**src/rtl/output_word_assembler.sv**
```systemverilog
// Reassembles the accelerator's narrow output byte stream into DATA_WIDTH-bit
// words and tags each word with lane index, last-lane and last-frame flags.
module output_word_assembler #(
  parameter  int IN_WIDTH     = 8,
  parameter  int DATA_WIDTH   = 32,
  parameter  int VECTOR_LANES = 16,
  parameter  int MAX_VECTORS  = 256,
  parameter  int CNT_WIDTH    = $clog2(MAX_VECTORS + 1),
  localparam int LANE_W       = $clog2(VECTOR_LANES)
) (
  input  logic                  clk,
  input  logic                  rst_n,
  input  logic                  start,
  input  logic [CNT_WIDTH-1:0]  cfg_num_vectors,
  input  logic [IN_WIDTH-1:0]   in_data,
  input  logic                  in_vld,
  output logic                  in_rdy,
  output logic [DATA_WIDTH-1:0] out_data,
  output logic [LANE_W-1:0]     out_lane,
  output logic                  out_last_lane,
  output logic                  out_last_frame,
  output logic                  out_vld,
  input  logic                  out_rdy,
  output logic                  busy,
  output logic                  done
);

  localparam int BYTES  = DATA_WIDTH / IN_WIDTH;
  localparam int BCNT_W = (BYTES > 1) ? $clog2(BYTES) : 1;
  localparam int TOT_W  = $clog2(MAX_VECTORS * VECTOR_LANES + 1);

  localparam logic [BCNT_W-1:0] LAST_BYTE = BCNT_W'(BYTES - 1);
  localparam logic [LANE_W-1:0] LAST_LANE = LANE_W'(VECTOR_LANES - 1);

  typedef enum logic [1:0] {
    IDLE  = 2'd0,
    RUN   = 2'd1,
    DRAIN = 2'd2
  } state_t;

  state_t                state;
  logic [BCNT_W-1:0]     byte_cnt;
  logic [TOT_W-1:0]      word_cnt;
  logic [TOT_W-1:0]      last_idx;
  logic [LANE_W-1:0]     lane_cnt;
  logic [DATA_WIDTH-1:0] acc;
  logic [DATA_WIDTH-1:0] full_word;
  logic [CNT_WIDTH-1:0]  num_vectors;
  logic [TOT_W-1:0]      total_words;
  logic                  accept;
  logic                  complete;
  logic                  out_fire;

  always_comb begin
    num_vectors = cfg_num_vectors;
    if (cfg_num_vectors > CNT_WIDTH'(MAX_VECTORS)) begin
      num_vectors = CNT_WIDTH'(MAX_VECTORS);
    end
    total_words = TOT_W'(num_vectors) * TOT_W'(VECTOR_LANES);
  end

  // Only the completing byte can be refused: it needs the output register free
  // (or being emptied this very cycle).
  assign in_rdy   = (state == RUN) && !((byte_cnt == LAST_BYTE) && out_vld && !out_rdy);
  assign accept   = in_vld && in_rdy;
  assign complete = accept && (byte_cnt == LAST_BYTE);
  assign out_fire = out_vld && out_rdy;

  // NOTE: give every always_comb output a full default first so no path leaves
  // it unassigned; otherwise synthesis infers a latch.
  always_comb begin
    full_word = acc;
    full_word[DATA_WIDTH-1 -: IN_WIDTH] = in_data;
  end

  // NOTE: the assembly buffer is pure datapath and carries no reset; byte_cnt
  // decides which slices are meaningful, so stale contents are never emitted.
  always_ff @(posedge clk) begin
    if (accept) begin
      acc[byte_cnt*IN_WIDTH +: IN_WIDTH] <= in_data;
    end
  end

  // NOTE: sequential state uses non-blocking assignments only, so every
  // right-hand side below sees the pre-edge value regardless of statement order.
  always_ff @(posedge clk) begin
    if (!rst_n) begin
      state          <= IDLE;
      byte_cnt       <= '0;
      word_cnt       <= '0;
      last_idx       <= '0;
      lane_cnt       <= '0;
      out_data       <= '0;
      out_lane       <= '0;
      out_last_lane  <= 1'b0;
      out_last_frame <= 1'b0;
      out_vld        <= 1'b0;
      busy           <= 1'b0;
      done           <= 1'b0;
    end else begin
      done <= 1'b0;

      if (out_fire) begin
        out_vld <= 1'b0;
      end

      // A completing byte refills the register even if it is emptied this cycle.
      if (complete) begin
        out_data       <= full_word;
        out_lane       <= lane_cnt;
        out_last_lane  <= (lane_cnt == LAST_LANE);
        out_last_frame <= (word_cnt == last_idx);
        out_vld        <= 1'b1;
        word_cnt       <= word_cnt + 1'b1;
        lane_cnt       <= (lane_cnt == LAST_LANE) ? '0 : lane_cnt + 1'b1;
      end

      if (accept) begin
        byte_cnt <= (byte_cnt == LAST_BYTE) ? '0 : byte_cnt + 1'b1;
      end

      case (state)
        IDLE: begin
          if (start) begin
            if (num_vectors == '0) begin
              done <= 1'b1;
            end else begin
              state    <= RUN;
              busy     <= 1'b1;
              last_idx <= total_words - TOT_W'(1);
              word_cnt <= '0;
              lane_cnt <= '0;
              byte_cnt <= '0;
            end
          end
        end
        RUN: begin
          if (complete && (word_cnt == last_idx)) begin
            state <= DRAIN;
          end
        end
        DRAIN: begin
          if (out_fire && out_last_frame) begin
            state <= IDLE;
            busy  <= 1'b0;
            done  <= 1'b1;
          end
        end
        default: begin
          state <= IDLE;
          busy  <= 1'b0;
        end
      endcase
    end
  end

endmodule

```
**config.mk**
```make
export PLATFORM = sky130hd
export DESIGN_NAME = output_word_assembler
export DESIGN_NICKNAME = d
export VERILOG_FILES = /design/src/rtl/output_word_assembler.sv
export SDC_FILE = /design/constraint.sdc
export NUM_CORES = 1
export LEC_CHECK = 0
export CAP_MARGIN = 10
export CORE_MARGIN = 3
export CORE_UTILIZATION = 50
export CTS_BUF_LIST = sky130_fd_sc_hd__clkbuf_4 sky130_fd_sc_hd__clkbuf_8
export DETAILED_ROUTE_END_ITERATION = 16
export GPL_TIMING_DRIVEN = 0
export PLACE_DENSITY = 0.81
export SLEW_MARGIN = 20
export SYNTH_ARGS = -nofsm -noshare
export SYNTH_HDL_FRONTEND = slang
export SYNTH_SLANG_ARGS = --single-unit
```
**constraint.sdc**
```tcl
create_clock -name clk -period 1.84 [get_ports clk]
set_clock_uncertainty 0.2 [all_clocks]
set_input_delay 0.276 -clock clk [delete_from_list [all_inputs] [get_ports clk]]
set_output_delay 0.276 -clock clk [all_outputs]
set_load 0.05 [all_outputs]
```
# Word-level counts from Yosys, hierarchy flattened
# Index checks and enable logic that the tools add are counted.
[op_classes]
addsub = 5
multipliers = 0
n_div = 0
n_lt_le_gt_ge = 1
n_eq_ne = 9
shifts = 2
n_mux = 31
n_bitwise = 2
n_reduce_logical = 16
[ops]
columns = ["op", "count"]
rows = [
  ["13-bit 2-to-1 mux", 4],
  ["5-bit negator with 34-bit output", 1],
  ["8-bit by 34-bit variable shift with 32-bit output (first input constant)", 1],
  ["8-bit by 34-bit variable part select with 32-bit output", 1],
  ["32-bit bitwise mux", 1],
  ["4-bit 2-to-1 mux", 5],
  ["2-bit 2-to-1 mux", 9],
  ["13-bit by 1-bit adder with 13-bit output (second input constant)", 1],
  ["13-bit == test", 1],
  ["13-bit by 1-bit subtractor with 13-bit output (second input constant)", 1],
  ["9-bit greater-than comparator (second input constant)", 1],
  ["9-bit logical NOT", 1],
  ["9-bit 2-to-1 mux", 1],
  ["1-bit logical AND", 8],
  ["1-bit 2-to-1 mux", 8],
  ["4-bit AND reduction", 2],
  ["2-bit inequality test (second input constant)", 3],
  ["2-bit one-hot mux with 3 select lines", 1],
  ["4-bit by 1-bit adder with 4-bit output (second input constant)", 1],
  ["2-bit == test (second input constant)", 2],
  ["4-bit == test (second input constant)", 1],
  ["1-bit one-hot mux with 3 select lines", 1],
  ["3-bit AND reduction", 1],
  ["2-bit by 1-bit adder with 2-bit output (second input constant)", 1],
  ["7 further kinds", 9],
]
[totals]
ff_bits = 107
latchBits = 0
ramBits = 0
romBits = 0
input_bits = 22
output_inout_bits = 42
word_cells = 79
memories = 0

# Longest topological paths before layout
[logic_depth]
depth_word = 11
ltp_mapped = 9
mapped_depth_nobuf = 7

# Worst setup path after synthesis
# No wires, ideal clock.
[synth_timing]
path_kind = "reg2reg"
from = "register out_vld"
to = "register acc[0] (enable)"
setup_ns = 0.332
arrival_ns = 1.576
required_ns = 1.308
path_slack_ns = -0.268
path_stages_with_launch = 4
path_buffers = 0
period_less_slack_ns = 2.108
cell_sequence = "dfxtp_1 -> nor2b_1 -> a211oi_1 -> and2_1"
[synth_via]
elab_chain_len = 5
[synth_lines]
columns = ["element", "line", "source"]
rows = [
  ["start: declaration", "22", "output logic out_vld,"],
  ["start signal: assignment", "97", "out_vld <= 1'b0;"],
  ["start signal: assignment", "104", "out_vld <= 1'b0;"],
  ["start signal: assignment", "113", "out_vld <= 1'b1;"],
  ["1-bit logical AND (2 in series)", "64", "assign in_rdy = (state == RUN) && !((byte_cnt == LAST_BYTE) && out_vld && !out_rdy);"],
  ["1-bit logical NOT", "64", ""],
  ["1-bit logical AND", "64", ""],
  ["1-bit logical AND", "65", "assign accept = in_vld && in_rdy;"],
  ["end signal: indexed assignment", "80", "acc[byte_cnt*IN_WIDTH +: IN_WIDTH] <= in_data;"],
  ["end: declaration", "46", "logic [DATA_WIDTH-1:0] acc;"],
]
# Every way passes these cells.
# A chain may end at the register's enable or synchronous reset.

# Final worst setup path
[layout_timing]
from = "register state[1]"
to = "output in_rdy"
[layout_via]
elab_chain_len = 2
[layout_lines]
columns = ["element", "line", "source"]
rows = [
  ["start: declaration", "41", "state_t state;"],
  ["start signal: assignment", "88", "state <= IDLE;"],
  ["start signal: assignment", "128", "state <= RUN;"],
  ["start signal: assignment", "139", "state <= DRAIN;"],
  ["2-bit by 1-bit == test with 1-bit output", "64", ""],
  ["1-bit logical AND", "64", ""],
  ["end: declaration", "17", "output logic in_rdy,"],
]
# Every way passes these cells.

==> summary.txt <==
STA
  – F_max: about 540 MHz
  – Crit share post-route: 101.1%
  – Final setup vio count: 2
  – Setup TNS: -0.02123 ns
  – Tightest Pin Transition: 0.5078 ns
  – Final worst slack: -0.02025 ns
  – RSZ-0062 raised after global routing: true
  – Slew Limit Fails: 0
  – Slew margin rel.: between 60 and 70%
  – Final hold violations: 0
  – Final Critical Period: 1.860 ns

Pwr
  – PD cells: 760.3 nW/um2
  – Clk pwr share: 38.6%
  – Max rail drop VDD: 374.5 uV
  – Switching Fraction: around 22%
  – Sw power: 0.9218 mW
  – Seq pwr share: between 50% and 60%
  – P_leak: 2.158 nW
  – PnR Total Power: 4.108 mW
  – Combinational power share: 7.7%
  – Pint: 3.186 mW

Worst setup path
  – Worst setup EP type: primary output
  – Slowest stage delay, CP: 0.31 ns
  – Critical Path Start: state[1]$_SDFFE_PN0P_
  – Data arrival, critical path: 1.38 ns
  – RR Startpoint: byte_cnt[1]$_SDFF_PN0_
  – Crit path cell chain: buf_6, nand2b_1, a21oi_2, buf_6
  – Crit path launch type: flip-flop
  – Worst path slowest cell: dfxtp_1
  – CP max FO: 10
  – Setup CP Type: flip-flop to primary output
  – Cell mode on critical path: buf_6
  – Worst Setup EP: in_rdy
  – R2r setup slk: 0 ns
  – Worst Path Required: about 1.4 ns
  – Reg2reg end: lane_cnt[3]$_SDFF_PN0_
  – R2r worst-path depth: 6

Global route
  – All-layer global routing usage: a little over a fifth
  – Number of global-route vias before repair: 3,195
  – Global route total overflow: 0
  – Initial antenna violation count: 0
  – Largest net degree at the start of global routing: 17
  – First-pass GRT wire length: 15.26 mm

Route
  – Routed vias: ~3,400
  – Drt pass-1 iters: 4
  – Post-Route WL: ~9.7 mm
  – Avg WL per Cell: 15.46 um
  – Routed Antenna Nets: 0
  – Starting DRT DRC Count: 192
  – Residual DRC: 0
  – Vias per cell: 5.435

Final layout
  – Ratio of cells with drive above 1 in the final layout: 18.36%
  – Ant. Diodes: 0
  – Most frequent cells in the layout: 88 x nand2_1, 67 x dfxtp_1, 44 x a21oi_1, 42 x dlygate4sd2_1, 25 x and2_1
  – Layout Nets: 548
  – P&R area growth vs syn: 33.73%
  – Fill count: 574
  – Commonest non-fill, non-tap cell in the layout: nand2_1

Clocking
  – CTS Buf Count: 9
  – Hold buffers post-CTS: 0
  – Clk_lat worst skew: roughly 0.37 ns
  – Worst-path clk slew: 0.09 ns
  – CTS sink count: 96
  – CTS H-Tree Depth: 3
  – CTS tree: done
  – Root Buffer: clkbuf_8
  – Clk buf depth: 2

Die
  – # rows: 32
  – Core area: 7767 um2
  – Die width: 95.89 um
  – Die Y: 95.89 um
  – IO Pins: 64
  – Starting Density: 52.01%
  – Total die area: 9195 um2

Synth
  – Yosys cell types: 48
  – Synthesized instance count: roughly 430
  – Synth Flop Type: dfxtp_1
  – Yosys warns: 0
  – Post-synth EDFFs: 24
  – Sequential area share after synthesis: 53.52%
  – Synthesized Nets: 456
  – Post-synth ARST share: 0%
  – Post-Syn Area: between 4000 and 5000 um2
  – Synth Area per Inst: 9.484 um2
  – #FFs+latches synth: 96

Min path
  – Min-delay worst type: input pin to flip-flop
  – Hold path cells: 2

Status
  – Status: complete, but fails checks
  – Failing checks: setup timing

Placement
  – Placer Congestion: 0.8524
  – Detailed Place HPWL: about 6.5 mm
  – Port Buffers: 63

Run
  – # Max-Cap Violations: 0
## layout make-up
type,instances,area (um2),area share (%)
Sequential cell,96,2173,40.23
Buffer,18,155.1,2.872
Multi-Input combinational cell,302,1918,35.50
Clock buffer,11,151.4,2.802
Clock inverter,5,83.83,1.552
Tap cell,102,127.6,2.362
Inverter,7,26.28,0.4863
Timing Repair Buffer,84,767.0,14.20
## synth_stat cells, types with 2 or more instances
cell / count / area share (%)
or3_1: 5 / 0.77
inv_1: 7 / 0.65
or4_1: 2 / 0.37
and4_1: 3 / 0.65
nand3_1: 3 / 0.37
buf_6: 3 / 0.84
nor3_1: 7 / 0.87
buf_4: 3 / 0.56
edfxtp_1: 24 / 18
dfxtp_1: 72 / 36
nor4_1: 2 / 0.31
nand4_1: 8 / 1.2
nor3_2: 2 / 0.50
mux2i_1: 2 / 0.50
nor2_1: 21 / 2.0
nand2b_1: 4 / 0.62
xnor2_1: 5 / 1.1
nor3b_1: 4 / 0.74
o21a_1: 2 / 0.37
a31oi_1: 3 / 0.46
clkbuf_1: 5 / 0.46
and2_1: 28 / 4.3
and3_1: 2 / 0.31
xor2_1: 15 / 3.3
buf_2: 10 / 1.2
ha_1: 8 / 2.5
a21oi_1: 54 / 6.7
nor2b_1: 2 / 0.31
and4b_1: 3 / 0.74
nand2_1: 88 / 8.2
a311oi_1: 4 / 0.87
a211oi_1: 3 / 0.56
o21ai_0: 7 / 0.87
## timing repair
item,in CTS,in global routing
gates cloned,0,4
gates resized for setup,68,54
pin swaps,3,9
setup endpoints to repair,154,98
hold endpoints to repair,0,0
setup buffers,9,8
## through the flow
step | setup slack [ns] | hold slack (ns) | utilization (%) | instances | area (um2)
detailed placement | -0.7519 | 0.2455 | 62.11 | 591 | 4825
floorplan | 0.004089 | 0.1847 | - | 426 | 4066
global placement | -0.7491 | 0.2429 | 62.11 | 591 | 4825
CTS | -0.01961 | 0.1623 | 66.06 | 615 | 5131
finish | -0.02025 | 0.1341 | 69.56 | 625 | 5403
global route | -0.09130 | 0.1591 | 69.56 | 625 | 5403
## flip-flops by register name (all words and copies together) (netlist names)
register        count
acc                24
state               2
byte_cnt            2
lane_cnt            4
word_cnt           13
out_vld             1
out_lane            4
done                1
busy                1
out_last_frame      1
last_idx           10
out_data           32
out_last_lane       1
## cells by family (layout without fill, tap and decap cells)
| logic type | after synthesis | count (layout) | share of synthesized area (%) |
|---|---|---|---|
| AOI/OAI and AO/OA | 80 | 80 | 11.15 |
| buffers and inverters | 28 | 125 | 3.747 |
| muxes | 2 | 2 | 0.4955 |
| DFF | 96 | 96 | 53.51 |
| adders and majority gates | 8 | 8 | 2.478 |
| xor gates and xnor gates | 20 | 20 | 4.336 |
| and+or+nand+nor | 192 | 192 | 24.28 |
## power by group through the flow
stage | registers, mW | logic [mW] | clock network, mW
finish | 2.20 | 0.317 | 1.59
detailed placement | 2.25 | 0.257 | 0
global route | 2.21 | 0.342 | 1.70
floorplan | 2.26 | 0.138 | 0
CTS | 2.20 | 0.275 | 1.60
global placement | 2.25 | 0.252 | 0
## critical path, delay by kind of cell, from the launching register on
kind | cells | cell delay, ns
and+or+nand+nor | 1 | 0.22
buffers and inverters | 2 | 0.31
DFF | 1 | 0.31
AOI/OAI and AO/OA | 1 | 0.19
## per-layer routing
layer,vias up,part of all wire (%),global-route usage [%]
met2,105,50,36.13
met4,0,2.4,8.649
met1,1622,42,26.68
met5,-,0,0
li1,1649,-,-
met3,21,5.3,4.691
## worst min-delay path by stage
stage,from,to,slack (ns)
after floorplan,cfg_num_vectors[0],last_idx[4]$_SDFFE_PN0P_,0.18
after global placement,out_data[10]$_SDFFE_PN0N_,out_data[10]$_SDFFE_PN0N_,0.24
after detailed placement,out_data[12]$_SDFFE_PN0N_,out_data[12]$_SDFFE_PN0N_,0.25
after global routing,cfg_num_vectors[0],last_idx[4]$_SDFFE_PN0P_,0.16
final,cfg_num_vectors[0],last_idx[4]$_SDFFE_PN0P_,0.13
after CTS,cfg_num_vectors[0],last_idx[4]$_SDFFE_PN0P_,0.16
Power figures use the tool's default switching activity.
